File: config.mk
export PLATFORM = sky130hd
export DESIGN_NAME = multi_dataflow_tile_sched_flat
export DESIGN_NICKNAME = d
export VERILOG_FILES = /design/src/rtl/multi_dataflow_tile_sched_pkg.sv /design/src/rtl/multi_dataflow_tile_sched_if.sv /design/src/rtl/multi_dataflow_tile_sched_offs_gen.sv /design/src/rtl/multi_dataflow_tile_sched.sv /design/src/flat_wrapper.sv
export SDC_FILE = /design/constraint.sdc
export NUM_CORES = 2
export LEC_CHECK = 0
export BUFFER_PORTS_ARGS = -buffer_cell sky130_fd_sc_hd__buf_2
export CORE_UTILIZATION = 40
export CTS_BUF_LIST = sky130_fd_sc_hd__clkbuf_4
export CTS_CLUSTER_SIZE = 25
export DETAILED_ROUTE_END_ITERATION = 16
export PLACE_DENSITY_LB_ADDON = 0.1
export SYNTH_ARGS = -nofsm -noshare
export SYNTH_HDL_FRONTEND = slang
export SYNTH_HIERARCHICAL = 1
export SYNTH_SLANG_ARGS = --single-unit
File: constraint.sdc
create_clock -name clk_i -period 6.09 [get_ports clk_i]
set_input_delay 0.9135 -clock clk_i [delete_from_list [all_inputs] [get_ports clk_i]]
set_output_delay 0.9135 -clock clk_i [all_outputs]
set_load 0.1 [all_outputs]
File: src/rtl/multi_dataflow_tile_sched_pkg.sv
// Shared types for the two-level tile scheduler: widths, FSM states and the
// control/flag bundles that the top-level ports map onto.
package multi_dataflow_tile_sched_pkg;

  localparam int unsigned NbStreams = 4;
  localparam int unsigned AddrW     = 32;
  localparam int unsigned CntW      = 16;

  typedef logic [AddrW-1:0]  addr_t;
  typedef logic [CntW-1:0]   cnt_t;
  typedef logic [2*CntW-1:0] tidx_t;

  typedef enum logic [1:0] {StIdle, StRun, StDone} sched_state_t;

  typedef struct packed {
    logic                   start;
    cnt_t                   n_inner;
    cnt_t                   n_outer;
    addr_t [NbStreams-1:0]  stride_inner;
    addr_t [NbStreams-1:0]  stride_outer;
    logic                   next;
  } ctrl_sched_t;

  typedef struct packed {
    addr_t [NbStreams-1:0]  offs;
    logic                   valid;
    tidx_t                  tile_idx;
    logic                   busy;
    logic                   done;
  } flags_sched_t;

endpackage

File: src/rtl/multi_dataflow_tile_sched_if.sv
// Tile handshake between the main FSM (master) and the scheduler (slave).
interface multi_dataflow_tile_sched_if;
  import multi_dataflow_tile_sched_pkg::*;

  logic                   start_i;
  cnt_t                   n_inner_i;
  cnt_t                   n_outer_i;
  addr_t [NbStreams-1:0]  stride_inner_i;
  addr_t [NbStreams-1:0]  stride_outer_i;
  logic                   next_i;
  addr_t [NbStreams-1:0]  offs_o;
  logic                   valid_o;
  tidx_t                  tile_idx_o;
  logic                   busy_o;
  logic                   done_o;

  modport master (
    output start_i, n_inner_i, n_outer_i, stride_inner_i, stride_outer_i, next_i,
    input  offs_o, valid_o, tile_idx_o, busy_o, done_o
  );

  modport slave (
    input  start_i, n_inner_i, n_outer_i, stride_inner_i, stride_outer_i, next_i,
    output offs_o, valid_o, tile_idx_o, busy_o, done_o
  );

endinterface

File: src/rtl/multi_dataflow_tile_sched_offs_gen.sv
// One stream's offset generator: row_base tracks the start of the current
// outer row, offs the current tile; both step by the latched strides.
module multi_dataflow_tile_sched_offs_gen
  import multi_dataflow_tile_sched_pkg::*;
(
  input  logic  clk_i,
  input  logic  clear_i,
  input  logic  load_i,
  input  logic  inner_step_i,
  input  logic  outer_step_i,
  input  addr_t stride_inner_i,
  input  addr_t stride_outer_i,
  output addr_t offs_o
);

  addr_t row_base_q, row_base_d;
  addr_t offs_q, offs_d;

  // Next offsets: load zeroes, outer step restarts the row, inner step advances.
  always_comb begin
    row_base_d = row_base_q;
    offs_d     = offs_q;
    if (load_i) begin
      row_base_d = '0;
      offs_d     = '0;
    end else if (outer_step_i) begin
      row_base_d = row_base_q + stride_outer_i;
      offs_d     = row_base_q + stride_outer_i;
    end else if (inner_step_i) begin
      offs_d = offs_q + stride_inner_i;
    end
  end

  // Offset registers with synchronous clear.
  always_ff @(posedge clk_i) begin
    if (clear_i) begin
      row_base_q <= '0;
      offs_q     <= '0;
    end else begin
      row_base_q <= row_base_d;
      offs_q     <= offs_d;
    end
  end

  assign offs_o = offs_q;

endmodule

File: src/rtl/multi_dataflow_tile_sched.sv
// Two-level tile scheduler: walks an outer x inner tiling loop and offers one
// per-stream offset set per tile, advancing on next_i.
module multi_dataflow_tile_sched
  import multi_dataflow_tile_sched_pkg::*;
(
  input  logic                          clk_i,
  input  logic                          rst_i,
  input  logic                          clear_i,
  multi_dataflow_tile_sched_if.slave    sched_io
);

  ctrl_sched_t  ctrl;
  flags_sched_t flags;

  sched_state_t          state_q, state_d;
  cnt_t                  n_inner_q, n_inner_d, n_outer_q, n_outer_d;
  cnt_t                  i_in_q, i_in_d, i_out_q, i_out_d;
  tidx_t                 tile_idx_q, tile_idx_d;
  addr_t [NbStreams-1:0] stride_inner_q, stride_inner_d;
  addr_t [NbStreams-1:0] stride_outer_q, stride_outer_d;
  addr_t [NbStreams-1:0] offs;
  logic                  flush, load, inner_step, outer_step;
  logic                  last_in, last_out;

  assign flush = rst_i | clear_i;

  // Bundle the interface inputs into the control struct.
  always_comb begin
    ctrl.start        = sched_io.start_i;
    ctrl.n_inner      = sched_io.n_inner_i;
    ctrl.n_outer      = sched_io.n_outer_i;
    ctrl.stride_inner = sched_io.stride_inner_i;
    ctrl.stride_outer = sched_io.stride_outer_i;
    ctrl.next         = sched_io.next_i;
  end

  assign last_in  = (i_in_q == n_inner_q - cnt_t'(1));
  assign last_out = (i_out_q == n_outer_q - cnt_t'(1));

  // FSM next state, loop counters and offset-step controls.
  always_comb begin
    state_d        = state_q;
    n_inner_d      = n_inner_q;
    n_outer_d      = n_outer_q;
    i_in_d         = i_in_q;
    i_out_d        = i_out_q;
    tile_idx_d     = tile_idx_q;
    stride_inner_d = stride_inner_q;
    stride_outer_d = stride_outer_q;
    load           = 1'b0;
    inner_step     = 1'b0;
    outer_step     = 1'b0;
    unique case (state_q)
      StIdle: begin
        if (ctrl.start) begin
          if (ctrl.n_inner != '0 && ctrl.n_outer != '0) begin
            n_inner_d      = ctrl.n_inner;
            n_outer_d      = ctrl.n_outer;
            stride_inner_d = ctrl.stride_inner;
            stride_outer_d = ctrl.stride_outer;
            i_in_d         = '0;
            i_out_d        = '0;
            tile_idx_d     = '0;
            load           = 1'b1;
            state_d        = StRun;
          end else begin
            // Empty job: no tile offered, just the end-of-job pulse.
            state_d = StDone;
          end
        end
      end
      StRun: begin
        if (ctrl.next) begin
          tile_idx_d = tile_idx_q + tidx_t'(1);
          if (last_in && last_out) begin
            state_d = StDone;
          end else if (last_in) begin
            i_in_d     = '0;
            i_out_d    = i_out_q + cnt_t'(1);
            outer_step = 1'b1;
          end else begin
            i_in_d     = i_in_q + cnt_t'(1);
            inner_step = 1'b1;
          end
        end
      end
      StDone: state_d = StIdle;
      default: state_d = StIdle;
    endcase
  end

  // Scheduler state with synchronous reset/clear.
  always_ff @(posedge clk_i) begin
    if (flush) begin
      state_q        <= StIdle;
      n_inner_q      <= '0;
      n_outer_q      <= '0;
      i_in_q         <= '0;
      i_out_q        <= '0;
      tile_idx_q     <= '0;
      stride_inner_q <= '0;
      stride_outer_q <= '0;
    end else begin
      state_q        <= state_d;
      n_inner_q      <= n_inner_d;
      n_outer_q      <= n_outer_d;
      i_in_q         <= i_in_d;
      i_out_q        <= i_out_d;
      tile_idx_q     <= tile_idx_d;
      stride_inner_q <= stride_inner_d;
      stride_outer_q <= stride_outer_d;
    end
  end

  for (genvar s = 0; s < NbStreams; s++) begin : g_offs
    multi_dataflow_tile_sched_offs_gen u_offs_gen (
      .clk_i          (clk_i),
      .clear_i        (flush),
      .load_i         (load),
      .inner_step_i   (inner_step),
      .outer_step_i   (outer_step),
      .stride_inner_i (stride_inner_q[s]),
      .stride_outer_i (stride_outer_q[s]),
      .offs_o         (offs[s])
    );
  end

  // Output flags decoded from the FSM state.
  always_comb begin
    flags.offs     = offs;
    flags.valid    = (state_q == StRun);
    flags.tile_idx = tile_idx_q;
    flags.busy     = (state_q != StIdle);
    flags.done     = (state_q == StDone);
  end

  assign sched_io.offs_o     = flags.offs;
  assign sched_io.valid_o    = flags.valid;
  assign sched_io.tile_idx_o = flags.tile_idx;
  assign sched_io.busy_o     = flags.busy;
  assign sched_io.done_o     = flags.done;

endmodule
File: src/flat_wrapper.sv
// flat-port wrapper written by rule: the top's interface ports become plain ports
module multi_dataflow_tile_sched_flat import multi_dataflow_tile_sched_pkg::*;
  (clk_i, rst_i, clear_i, sched_io_start_i, sched_io_n_inner_i, sched_io_n_outer_i, sched_io_stride_inner_i, sched_io_stride_outer_i, sched_io_next_i, sched_io_offs_o, sched_io_valid_o, sched_io_tile_idx_o, sched_io_busy_o, sched_io_done_o);
  multi_dataflow_tile_sched_if sched_io_i ();
  input  logic clk_i;
  input  logic rst_i;
  input  logic clear_i;
  input wire logic [$bits(sched_io_i.start_i)-1:0] sched_io_start_i;
  input wire logic [$bits(sched_io_i.n_inner_i)-1:0] sched_io_n_inner_i;
  input wire logic [$bits(sched_io_i.n_outer_i)-1:0] sched_io_n_outer_i;
  input wire logic [$bits(sched_io_i.stride_inner_i)-1:0] sched_io_stride_inner_i;
  input wire logic [$bits(sched_io_i.stride_outer_i)-1:0] sched_io_stride_outer_i;
  input wire logic [$bits(sched_io_i.next_i)-1:0] sched_io_next_i;
  output wire logic [$bits(sched_io_i.offs_o)-1:0] sched_io_offs_o;
  output wire logic [$bits(sched_io_i.valid_o)-1:0] sched_io_valid_o;
  output wire logic [$bits(sched_io_i.tile_idx_o)-1:0] sched_io_tile_idx_o;
  output wire logic [$bits(sched_io_i.busy_o)-1:0] sched_io_busy_o;
  output wire logic [$bits(sched_io_i.done_o)-1:0] sched_io_done_o;
  assign sched_io_i.start_i = sched_io_start_i;
  assign sched_io_i.n_inner_i = sched_io_n_inner_i;
  assign sched_io_i.n_outer_i = sched_io_n_outer_i;
  assign sched_io_i.stride_inner_i = sched_io_stride_inner_i;
  assign sched_io_i.stride_outer_i = sched_io_stride_outer_i;
  assign sched_io_i.next_i = sched_io_next_i;
  assign sched_io_offs_o = sched_io_i.offs_o;
  assign sched_io_valid_o = sched_io_i.valid_o;
  assign sched_io_tile_idx_o = sched_io_i.tile_idx_o;
  assign sched_io_busy_o = sched_io_i.busy_o;
  assign sched_io_done_o = sched_io_i.done_o;
  multi_dataflow_tile_sched u_core (.clk_i(clk_i), .rst_i(rst_i), .clear_i(clear_i), .sched_io(sched_io_i));
endmodule
==> results.tsv <==
stage	metric	value	unit
outcome	status	complete, no violations	
sta	Slew HR	18.3	%
placed_design	Placer Congestion	0.905	
placed_design	I/O Buffers	455	
worst_setup_path	CP required	7060	ps
logic_synthesis	synthesized cell area	37100	um^2
logic_synthesis	area share of the largest cell type after synthesis	32.9	%
floorplanning	Core Area	91700	um^2
worst_setup_path	critical path data arrival time	5490	ps
floorplanning	Die Height	306	um
detailed_routing	Vias	35900	
clock_tree	Worst-path clk slew	60	ps
worst_setup_path	CP Launch Type	register	
floorplanning	Die ar.	93900	um^2
clock_tree	htree depth	4	
logic_synthesis	most area-hungry cell type in the Yosys netlist	dfxtp_1	
logic_synthesis	cell count after synthesis	4721	
detailed_routing	1st-iter DRT viols	2370	
sta	endpoints failing hold	0	
cells_and_area	fin util	48.2	%
sta	skew final	58.3	ps
clock_tree	total CTS buffers	172	
sta	Setup-failing EPs final	0	
detailed_routing	wire length per cell	17.7	um
global_routing	first-pass GRT wire length	183	mm
cells_and_area	area delta synth->final	19.3	%
clock_tree	TritonCTS clock tree	built	
sta	setup repair after global routing missed its margin	no	
logic_synthesis	Ys Warns	6	
global_routing	largest net degree at the start of global routing	178	
logic_synthesis	top-count cell post-synth	nand2_1	
logic_synthesis	Netlist cell types	107	
global_routing	vias in the first global route	34100	
logic_synthesis	number of synthesized flops with an enable pin	0	
clock_tree	Clock Sinks	610	
cells_and_area	share of cells above drive strength 1	16.0	%
sta	maximum clock frequency	0.221	GHz
logic_synthesis	sequential area share after synthesis	32.9	%
clock_tree	post-CTS sizing	0	
detailed_routing	Vias/cell	5.41	
logic_synthesis	Synth Flop Type	dfxtp_1	
sta	final worst-path cycle share	74.2	%
placed_design	post-DP HPWL	85.6	mm
sta	fin. max-slew vios	0	
global_routing	gr usage total	24.2	%
logic_synthesis	commonest cells in the netlist	918 x nand2_1, 688 x a21oi_1, 610 x dfxtp_1, 299 x nor2_1, 253 x ha_1	
logic_synthesis	synthesis-stage register bit count	610	
worst_setup_path	Crit Path Max Fanout	60	
worst_setup_path	CP endpoint kind	register	
logic_synthesis	post-synthesis async set-or-reset flop share	0	%
sta	Slew @ Worst Pin	1220	ps
floorplanning	die width	306	um
power_and_ir_drop	VDD IR max	0.151	mV
worst_setup_path	R2R setup slack	1570	ps
clock_tree	CTS Root Cell	clkbuf_4	
sta	WHS	122	ps
worst_setup_path	Crit Path Class	reg2reg	
clock_tree	Clock Path Buffers	3	
run	max-cap viol count	0	
detailed_routing	Pre-antenna DRT Iters	6	
cells_and_area	Fill cells	9409	
power_and_ir_drop	P_leak	18.8	nW
clock_tree	number of setup buffers added after CTS	0	
floorplanning	Initial Utilization	40.4	%
floorplanning	# IOs	456	
detailed_routing	final wirelength	117	mm
worst_hold_path	Worst Hold Class	in2reg	
logic_synthesis	Synth area leaders	dfxtp_1 33%, nand2_1 9.3%, a21oi_1 9.3%, ha_1 8.5%, xnor2_1 4.1%	
logic_synthesis	Post-Syn Area per Cell	7.85	um^2
detailed_routing	drt drc	0	
detailed_routing	Routed Antenna Nets	0	
floorplanning	Site Rows	111	
logic_synthesis	syn nets	5275	
sta	Fin Setup TNS	0	ps
global_routing	GR Overflow Total	0	
sta	Final min period	4520	ps
clock_tree	worst-skew pair later-pin latency	1080	ps
power_and_ir_drop	PwrDens	203	nW/um^2
cells_and_area	Nets	5863	
global_routing	initial antenna violation count	8	
-- report_power, final --
part           leakage, nW  internal, mW  switching (mW)  total [mW]
combinational         12.5         0.327           0.497       0.824
clock                 1.36          2.19            1.85        4.04
sequential            4.94          4.05          0.0545        4.11
total                 18.8          6.57            2.40        8.97
-- worst max-delay path, stage by stage, from the launching register on --
cell and delay [ps]:
dfxtp_1 380, inv_1 80, ha_1 250, or4b_1 560
or4_1 500, a21boi_1 150, o21a_2 170, o211ai_2 120
nor4_2 370, buf_12 360, inv_1 560, nor2_1 620
nand2_1 150, o211ai_1 110
-- worst paths after layout --
kind                                                              from  depth (start not counted)                                             endpoint
worst max-delay path                  u_core/n_inner_q[0]$_SDFFE_PP0P_                         13  u_core/g_offs[0].u_offs_gen/offs_o[28]$_SDFFE_PP0P_
worst min-delay path                        sched_io_stride_outer_i[3]                          3                u_core/stride_outer_q[3]$_SDFFE_PP0P_
worst max register to register        u_core/n_inner_q[0]$_SDFFE_PP0P_                         13  u_core/g_offs[0].u_offs_gen/offs_o[28]$_SDFFE_PP0P_
worst min register to register  u_core/stride_inner_q[96]$_SDFFE_PP0P_                          2               u_core/stride_inner_q[96]$_SDFFE_PP0P_
-- repair_timing --
item	in CTS	in global routing
hold buffers	192	0
endpoints found under the hold margin	192	0
setup endpoints to repair	0	0
-- metrics by stage --
stage                     cells  instance area, um^2  setup slack, ps  power, mW
after global routing       6630                44200             1060       9.41
final                      6633                44200             1570       8.97
after floorplan            4721                37100             1830       4.65
after detailed placement   6129                40000             1580       4.92
after global placement     6129                40000             1660       4.92
after CTS                  6624                44200             1560       9.12
-- layer usage --
layer,wire length (um),GRT usage [%],vias up
met5,35,0,-
met4,2990,8.02,6
met3,6040,4.31,207
met2,52100,38.4,900
met1,56200,33.0,16700
li1,-,-,18100
-- final cells by class --
class,count,area [um^2],area share [%]
Clock inverter,43,339,0.767
Inverter,92,360,0.815
Antenna cell,9,22.5,0.0509
Timing Repair Buffer,675,4460,10.1
Tap cell,1186,1480,3.36
Clock buffer,260,1950,4.41
Multi-Input combinational cell,3758,23400,52.9
Sequential cell,610,12200,27.6
-- cell usage in the layout (no fill, tap or decap), drive strengths merged, types with 106 or more instances in the layout --
cell         netlist  layout
dfxtp            610     610
buf               59     483
ha               253     253
nand2            918     918
o21ai            214     214
clkbuf           201     260
xnor2            174     174
nor2             299     299
xor2             106     106
dlygate4sd3        0     192
a21oi            696     696
-- flip-flops by register name (all words and copies together) (netlist names) --
name,count
u_core/n_outer_q,16
u_core/state_q,2
u_core/n_inner_q,16
u_core/stride_inner_q,128
u_core/i_out_q,16
u_core/sched_io.tile_idx_o,32
u_core/i_in_q,16
u_core/g_offs.u_offs_gen/row_base_q,128
u_core/g_offs.u_offs_gen/offs_o,128
u_core/stride_outer_q,128
-- cell families after synthesis --
kind of cell    synth area share (%)
simple gates                    19.9
xor+xnor                        6.62
compound gates                  24.4
mux                             3.08
buf+inv                         4.03
fa+ha+maj                       8.97
flops                           32.9
Power figures use the tool's default switching activity.
